**src/rtl/brnch_pred_nbit_dyn.sv**
```systemverilog
// rtl/brnch_pred_nbit_dyn.sv - n-bit saturating-counter branch predictor, bimodal or gshare indexed
module brnch_pred_nbit_dyn #(
    parameter int IDX_W  = 5,
    parameter int CNT_W  = 2,
    parameter int MODE   = 0,
    parameter int GHR_W  = 5,
    parameter int STAT_W = 16
) (
    input  logic              clk,
    input  logic              rst_n,
    input  logic              brch_instr_detectd_IF,
    input  logic [IDX_W-1:0]  branch_addr_IF,
    input  logic              brch_instr_detectd_ID,
    input  logic              brch_hazard_stall,
    input  logic              actual_brch_result,
    output logic              prediction,
    output logic              flush,
    output logic [STAT_W-1:0] perf_brnch_cnt,
    output logic [STAT_W-1:0] perf_mispred_cnt
);

    localparam int               DEPTH   = 1 << IDX_W;
    localparam logic [CNT_W-1:0] CNT_RST = CNT_W'((1 << (CNT_W - 1)) - 1);
    localparam logic [CNT_W-1:0] CNT_MAX = '1;

    logic [CNT_W-1:0] cnt_tbl [DEPTH];
    logic [GHR_W-1:0] ghr_q;
    logic [GHR_W-1:0] ghr_nxt;
    logic [IDX_W-1:0] ghr_ext;
    logic [IDX_W-1:0] idx_if;
    logic [IDX_W-1:0] idx_id;
    logic [CNT_W-1:0] cnt_id;
    logic             pred_id;
    logic             res;

    always_comb begin
        ghr_ext              = '0;
        ghr_ext[GHR_W-1:0]   = ghr_q;
    end

    generate
        if (GHR_W == 1) begin : g_ghr_one
            assign ghr_nxt = actual_brch_result;
        end else begin : g_ghr_shift
            assign ghr_nxt = {ghr_q[GHR_W-2:0], actual_brch_result};
        end
    endgenerate

    assign idx_if     = (MODE == 1) ? (branch_addr_IF ^ ghr_ext) : branch_addr_IF;
    assign prediction = brch_instr_detectd_IF & ~brch_hazard_stall & cnt_tbl[idx_if][CNT_W-1];
    assign res        = brch_instr_detectd_ID & ~brch_hazard_stall;
    assign flush      = res & (actual_brch_result != pred_id);
    assign cnt_id     = cnt_tbl[idx_id];

    // Lookup reads the registered table, so a same-cycle update is not bypassed.
    always_ff @(posedge clk) begin
        if (!rst_n) begin
            for (int i = 0; i < DEPTH; i++) begin
                cnt_tbl[i] <= CNT_RST;
            end
        end else if (res) begin
            if (actual_brch_result) begin
                if (cnt_id != CNT_MAX) begin
                    cnt_tbl[idx_id] <= cnt_id + 1'b1;
                end
            end else if (cnt_id != '0) begin
                cnt_tbl[idx_id] <= cnt_id - 1'b1;
            end
        end
    end

    always_ff @(posedge clk) begin
        if (!rst_n) begin
            pred_id          <= 1'b0;
            idx_id           <= '0;
            ghr_q            <= '0;
            perf_brnch_cnt   <= '0;
            perf_mispred_cnt <= '0;
        end else begin
            if (!brch_hazard_stall) begin
                pred_id <= prediction;
                idx_id  <= idx_if;
            end
            if (res) begin
                // History holds only resolved outcomes, never speculative ones.
                if (MODE == 1) begin
                    ghr_q <= ghr_nxt;
                end
                if (perf_brnch_cnt != '1) begin
                    perf_brnch_cnt <= perf_brnch_cnt + 1'b1;
                end
                if (flush && (perf_mispred_cnt != '1)) begin
                    perf_mispred_cnt <= perf_mispred_cnt + 1'b1;
                end
            end
        end
    end

endmodule

```
**config.mk**
```make
export PLATFORM = sky130hd
export DESIGN_NAME = brnch_pred_nbit_dyn
export DESIGN_NICKNAME = d
export VERILOG_FILES = /design/src/rtl/brnch_pred_nbit_dyn.sv
export SDC_FILE = /design/constraint.sdc
export NUM_CORES = 1
export LEC_CHECK = 0
export ABC_AREA = 1
export CELL_PAD_IN_SITES_DETAIL_PLACEMENT = 1
export CELL_PAD_IN_SITES_GLOBAL_PLACEMENT = 1
export CORE_MARGIN = 1
export CORE_UTILIZATION = 41
export CTS_BUF_LIST = sky130_fd_sc_hd__clkbuf_4 sky130_fd_sc_hd__clkbuf_8
export CTS_CLUSTER_SIZE = 40
export DETAILED_ROUTE_END_ITERATION = 8
export PLACE_DENSITY = 0.88
export SYNTH_ARGS = -nofsm -noshare
export SYNTH_HDL_FRONTEND = slang
export SYNTH_SLANG_ARGS = --single-unit
```
**constraint.sdc**
```tcl
create_clock -name clk -period 1.9 [get_ports clk]
set_input_delay 0.285 -clock clk [delete_from_list [all_inputs] [get_ports clk]]
set_output_delay 0.285 -clock clk [all_outputs]
set_load 0.02 [all_outputs]
```
==> flow_summary.json, run 1 <==
{
  "outcome": "complete, but fails checks",
  "violations": "setup timing",
  "placementRows": 43,
  "hold_start": "rst_n",
  "start_kind": "register",
  "core_um2": 13900,
  "hold_path_depth": 3,
  "placed_area_um2": 6910,
  "post-place-ws_ns": -0.788,
  "port_buffers": 44,
  "crit_fanout": 8,
  "syn2layout_area_growth_pct": 45.8,
  "setup_violations": 129,
  "dieArea_um2": 14800,
  "grt_pass1_vias": 6392,
  "finalInstanceArea_um2": 8540,
  "ys_ff_latch": 107,
  "maxCapViolations": 0,
  "p_int_w": 0.00384,
  "placed_cells": 1010,
  "via_per_inst": 5.79,
  "drc": 0,
  "firstDrtPassIters": 5,
  "rrSetupSlack_ns": -0.47,
  "worstPathArrival_ns": 2.63,
  "grt_usage_pct": 29.5,
  "slew_headroom_pct": 29.7,
  "place_hpwl_mm": 13.6,
  "final_cells": 1056,
  "synth_flop_cell": "edfxtp_1",
  "gp_congestion": 0.875,
  "fmax_mhz": 422,
  "grt_first_pass_wirelength_mm": 32.7,
  "min_period_ns": 2.37,
  "fin_crit_sh_pct": 125,
  "p_switching_w": 0.00183,
  "netlist_area_um2": 5860,
  "power.leakage_nw": 3.45,
  "syn-num-nets": 762,
  "fin_skew_ns": 0.0168,
  "layout-drive-gt1-share_pct": 37.2,
  "clkPwrFrac_pct": 28.9,
  "end_kind": "register",
  "yosysTopAreaCell": "edfxtp_1",
  "whs_ns": 0.255,
  "clk_pin_slew_ns": 0.11,
  "netlist_top_cells_area": "edfxtp_1 33%, dfxtp_1 15%, nand2_1 11%, nand3_1 9.9%, nor2_1 5.8%",
  "final_antenna_net_count": 0,
  "crit_type": "register to register",
  "rsz0062_at_grt": "true",
  "synthArstFlopShare_pct": 0,
  "synth_edf_count": 64,
  "wl_per_cell_um": 22.9,
  "overflow": 0,
  "grt_start_max_net_pins": 60,
  "clk_latency_ns": 0.40,
  "rr_worst_depth": 16,
  "cts_max_path_buffers": 2,
  "htree_levels": 3,
  "drtIter0Drc": 439,
  "hold_class": "input pin to register",
  "seq_power_share_pct": 45.2,
  "fin_ws_ns": -0.468,
  "synthTopCellsByCount": "175 x nand2_1, 116 x nand3_1, 91 x nor2_1, 64 x edfxtp_1, 51 x inv_1",
  "p_per_area_nw_per_um2": 664,
  "cts_tree": "done",
  "combPwrFrac_pct": 25.9,
  "nNetsFinal": 884,
  "ir_drop_v": 0.000307,
  "vias": 6116,
  "synth-warning-count": 0,
  "postSynthAreaPerCell_um2": 7.82,
  "n_antenna_cell": 0,
  "hold_path_end": "perf_brnch_cnt[1]",
  "yosys.cell_count.top_type": "nand2_1",
  "worstPathRequired_ns": 2.17,
  "yosysTopAreaCellShare_pct": 32.8,
  "ys_types": 35,
  "start_util_pct": 42.0,
  "hold_viol": 0,
  "worst_slew_pin_slew_ns": 1.06,
  "slew_viol_final": 0,
  "reg2reg_to": "cnt_tbl[16][1]",
  "ys_seq_area_share_pct": 47.5,
  "cts.sinks": 107,
  "cts.root.buffer_cell": "clkbuf_8",
  "dieHeight_um": 122,
  "antenna_found_initial": 0,
  "finalPower_w": 0.00567,
  "holdBufCountCts": 0,
  "io-pin-count": 45,
  "switching_share_pct": 32.3,
  "drt-total-wl_mm": 24.2,
  "synth_cells": 749,
  "cts_buffers": 9,
  "die_w_um": 122
}
-- power groups by stage --
stage / Sequential, W / Clock (W) / Combinational [W]
after floorplan: 0.00258 / 0 / 0.000544
after global placement: 0.00260 / 0 / 0.000802
after detailed placement: 0.00260 / 0 / 0.000853
after CTS: 0.00255 / 0.00159 / 0.00110
after global routing: 0.00257 / 0.00171 / 0.00151
final: 0.00256 / 0.00164 / 0.00147
-- per-layer routing --
metal,wire length (um),track usage [%]
met1,9080,34.4
met2,12600,53.0
met3,1350,4.51
met4,1140,13.5
met5,0,0
-- worst max-delay path by stage --
stage | to | slack (ns) | cells past startpoint
2_1_floorplan | cnt_tbl[23][0] | 0.002 | 15
3_3_place_gp | prediction | -0.72 | 11
3_5_place_dp | prediction | -0.79 | 12
4_1_cts | cnt_tbl[10][1] | -0.27 | 17
5_1_grt | cnt_tbl[11][1] | -0.50 | 16
6_report | cnt_tbl[16][1] | -0.47 | 16
-- registers in the layout, indices dropped and copies added, names as in the netlist, named ones only --
signal	cells
perf_mispred_cnt	16
pred_id	1
cnt_tbl	64
perf_brnch_cnt	16
idx_id	5
-- per-stage QoR --
stage,util (%),setup TNS [ns]
after floorplan,-,0
after global placement,49.6,-39.31
after detailed placement,49.6,-56.45
after CTS,56.8,-29.70
after global routing,61.3,-55.32
final,61.3,-51.36
-- cell type report --
cell class | instances | area (um2)
Clock buffer | 11 | 139
Clock inverter | 5 | 77.6
Fill cell | 1580 | 5400
Inverter | 53 | 209
Multi-Input combinational cell | 553 | 3480
Sequential cell | 107 | 2790
Tap cell | 180 | 225
Timing Repair Buffer | 147 | 1610
-- critical path, cell delays in order (launching register included) --
cell and delay, ns:
dfxtp_4 0.43, buf_6 0.15, buf_6 0.12, nand2_1 0.05, nand3_1 0.09, nand3_1 0.09, nand2_1 0.13, nand2_2 0.09
nand2_2 0.11, nand2_2 0.07, nand2_4 0.09, nand2_4 0.08, buf_6 0.12, nand2_4 0.06, nand3_4 0.19, buf_12 0.23
nor2_4 0.14
-- logic make-up (layout without fill, tap and decap cells) --
logic type	count (synthesis)	in the layout	share of synthesized area (%)
AOI/OAI and AO/OA	81	81	7.52
xor gates and xnor gates	3	3	0.449
adders and majority gates	2	2	0.427
buffers and inverters	90	216	7.69
DFF	107	107	47.5
and+or+nand+nor	466	467	36.4
-- cells in the final DEF (no fill, tap or decap), drive strengths merged --
| master | count |
|---|---|
| nand2 | 213 |
| nand3 | 117 |
| nor2 | 109 |
| buf | 103 |
| edfxtp | 64 |
| inv | 53 |
| dfxtp | 43 |
| clkdlybuf4s50 | 39 |
| o21ai | 38 |
| a21oi | 30 |
| clkbuf | 14 |
| nor3 | 13 |
| nand4 | 5 |
| o221ai | 4 |
| nor4 | 4 |
| nor3b | 3 |
| o21a | 3 |
| clkinv | 3 |
| o211ai | 2 |
| xnor2 | 2 |
| and3 | 2 |
| a31oi | 2 |
| bufinv | 2 |
| dlygate4sd2 | 2 |
| ha | 2 |
| o31ai | 1 |
| or2 | 1 |
| o21bai | 1 |
| xor2 | 1 |
-- repair_timing --
| action | 4_1_cts | 5_1_grt |
|---|---|---|
| gates cloned | 6 | 4 |
| hold endpoints to repair | 0 | 0 |
| setup buffers | 13 | 7 |
| gates resized for setup | 159 | 118 |
| setup endpoints to repair | 133 | 142 |
| pin swaps | 33 | 49 |
Note: power is estimated with default switching activity, not from simulation.
==> run 2: changes to the inputs <==
--- a/config.mk
+++ b/config.mk
@@ -14,6 +14,7 @@
 export CTS_CLUSTER_SIZE = 40
 export DETAILED_ROUTE_END_ITERATION = 8
 export PLACE_DENSITY = 0.88
+export SETUP_SLACK_MARGIN = 0.2
 export SYNTH_ARGS = -nofsm -noshare
 export SYNTH_HDL_FRONTEND = slang
 export SYNTH_SLANG_ARGS = --single-unit
==> flow_summary.json, run 2 (same netlist as run 1, synthesis figures left out) <==
{
  "outcome": "complete, but fails checks",
  "violations": "setup timing",
  "fmax_mhz": 421,
  "post-place-ws_ns": -0.800,
  "nNetsFinal": 871,
  "ir_drop_v": 0.000353,
  "placed_area_um2": 6820,
  "hold_class": "input pin to register",
  "final_antenna_net_count": 0,
  "htree_levels": 3,
  "setup_violations": 129,
  "drt-total-wl_mm": 24.5,
  "clk_latency_ns": 0.42,
  "final_common_cell": "nand2_1",
  "critPathSlowestCell": "dfxtp_4",
  "antenna_found_initial": 0,
  "layout-drive-gt1-share_pct": 38.8,
  "slew_headroom_pct": 39.3,
  "fin_crit_sh_pct": 125,
  "cts.root.buffer_cell": "clkbuf_8",
  "placementRows": 43,
  "dieHeight_um": 122,
  "final_cell_mix": "109 x nand2_1, 68 x nand3_1, 67 x nor2_1, 64 x edfxtp_1, 57 x nand2_2",
  "cts_buffers": 9,
  "overflow": 0,
  "port_buffers": 44,
  "crit_type": "register to register",
  "whs_ns": 0.371,
  "worst_slew_pin_slew_ns": 0.910,
  "crit_chain": "buf_12 -> buf_8 -> nand2_1 -> nand3_2 -> nand3_2 -> nand2_2 -> nand2_2 -> nand2_2 -> nand2_2 -> nand2_4 -> nand2_4 -> nand2_4 -> nand2_8 -> buf_12 -> buf_12 -> nand2_8 -> nand2_4",
  "via_per_inst": 5.86,
  "worstPathArrival_ns": 2.49,
  "fin_ws_ns": -0.477,
  "fin_util_pct": 61.6,
  "place_hpwl_mm": 13.6,
  "grt_pass1_vias": 6425,
  "end_kind": "register",
  "grt_usage_pct": 30.4,
  "vias": 6117,
  "crit_fanout": 7,
  "min_period_ns": 2.38,
  "worstPathRequired_ns": 2.02,
  "largest_register": "cnt_tbl",
  "start_kind": "register",
  "cts_tree": "done",
  "slowest_delay_ns": 0.39,
  "drc": 0,
  "core_um2": 13900,
  "n_antenna_cell": 0,
  "p_per_area_nw_per_um2": 674,
  "rsz0062_at_grt": "true",
  "hold_path_end": "perf_mispred_cnt[15]",
  "wl_per_cell_um": 23.5,
  "hold_path_depth": 4,
  "reg2reg_to": "cnt_tbl[30][1]",
  "firstDrtPassIters": 5,
  "clk_pin_slew_ns": 0.13,
  "rr_worst_depth": 17,
  "maxCapViolations": 0,
  "power.leakage_nw": 3.50,
  "dieArea_um2": 14800,
  "start_util_pct": 42.0,
  "hold_viol": 0,
  "hold_start": "rst_n",
  "syn2layout_area_growth_pct": 46.4,
  "cts.sinks": 107,
  "largestRegisters": "cnt_tbl x64, perf_brnch_cnt x16, perf_mispred_cnt x16",
  "die_w_um": 122,
  "cts_max_path_buffers": 2,
  "largest_reg_flops": 64,
  "grt_first_pass_wirelength_mm": 33.7,
  "fin_skew_ns": 0.0280,
  "gp_congestion": 0.826,
  "drtIter0Drc": 461,
  "io-pin-count": 45,
  "rrSetupSlack_ns": -0.48,
  "finalInstanceArea_um2": 8580,
  "slew_viol_final": 0,
  "grt_start_max_net_pins": 60
}
## run 2: cell count changes in the layout (fill, tap and decap cells not counted), moves of 4 or more
cell,previous run,this run
buf_12,12,16
buf_4,54,47
buf_6,27,20
clkdlybuf4s50_1,39,8
dfxtp_1,37,29
dfxtp_2,5,11
dlygate4sd2_1,2,27
dlymetal6s2s_1,0,6
nand2_1,101,109
nand2_4,54,41
nor2_1,78,67
nor2_4,17,29
nor3_1,13,8
nor3_2,0,4
## run 2: layout make-up
cell class	instances	area (um2)
flip-flops and latches	107	2810
clock buffers	10	131
repair inverters	1	20.0
repair buffers	134	1520
multi-input cells	552	3570
fillers	1582	5360
inverters	53	221
clock inverters	6	80.1
well taps	180	225
## run 2: critical path: cells and delay by family (launching register included)
kind | cells | cell delay [ns]
simple gates | 13 | 1.14
buf+inv | 4 | 0.55
flops | 1 | 0.39
## run 2: per-stage QoR
| stage | total power (W) | setup TNS [ns] | instances |
|---|---|---|---|
| after floorplan | 0.00315 | 0 | 749 |
| after global placement | 0.00344 | -33.82 | 986 |
| after detailed placement | 0.00350 | -47.80 | 986 |
| after CTS | 0.00536 | -32.26 | 1024 |
| after global routing | 0.00592 | -56.27 | 1043 |
| final | 0.00578 | -52.82 | 1043 |
## run 2: layer usage
layer	routed length, um	share of wire, %	GRT usage, %	up-vias
li1	-	-	-	2724
met1	8960	37	33.5	3027
met2	12800	52	55.0	275
met3	1550	6.3	5.64	91
met4	1220	5.0	16.4	0
met5	0	0	0	-
## run 2: power by group
part           internal [W]  switching [W]  leakage, nW
Combinational      0.000638       0.000921         2.48
Sequential          0.00250      0.0000632        0.910
Clock              0.000749       0.000911        0.105
Total               0.00389        0.00190         3.50
## run 2: how the worst max path moves through the flow
stage,cells past startpoint,end,slack [ns],start
2_1_floorplan,17,cnt_tbl[23][0],0.02,register
3_3_place_gp,12,prediction,-0.70,branch_addr_IF[0]
3_5_place_dp,12,prediction,-0.80,branch_addr_IF[0]
4_1_cts,17,cnt_tbl[0][0],-0.31,register
5_1_grt,17,cnt_tbl[16][1],-0.53,register
6_report,17,cnt_tbl[30][1],-0.48,register
## run 2: timing repair
action / in CTS / in global routing
setup buffers: 16 / 16
resized for setup: 164 / 144
hold buffers: 0 / 0
pin swaps: 36 / 59
gates cloned: 6 / 3
endpoints found under the setup margin: 174 / 163
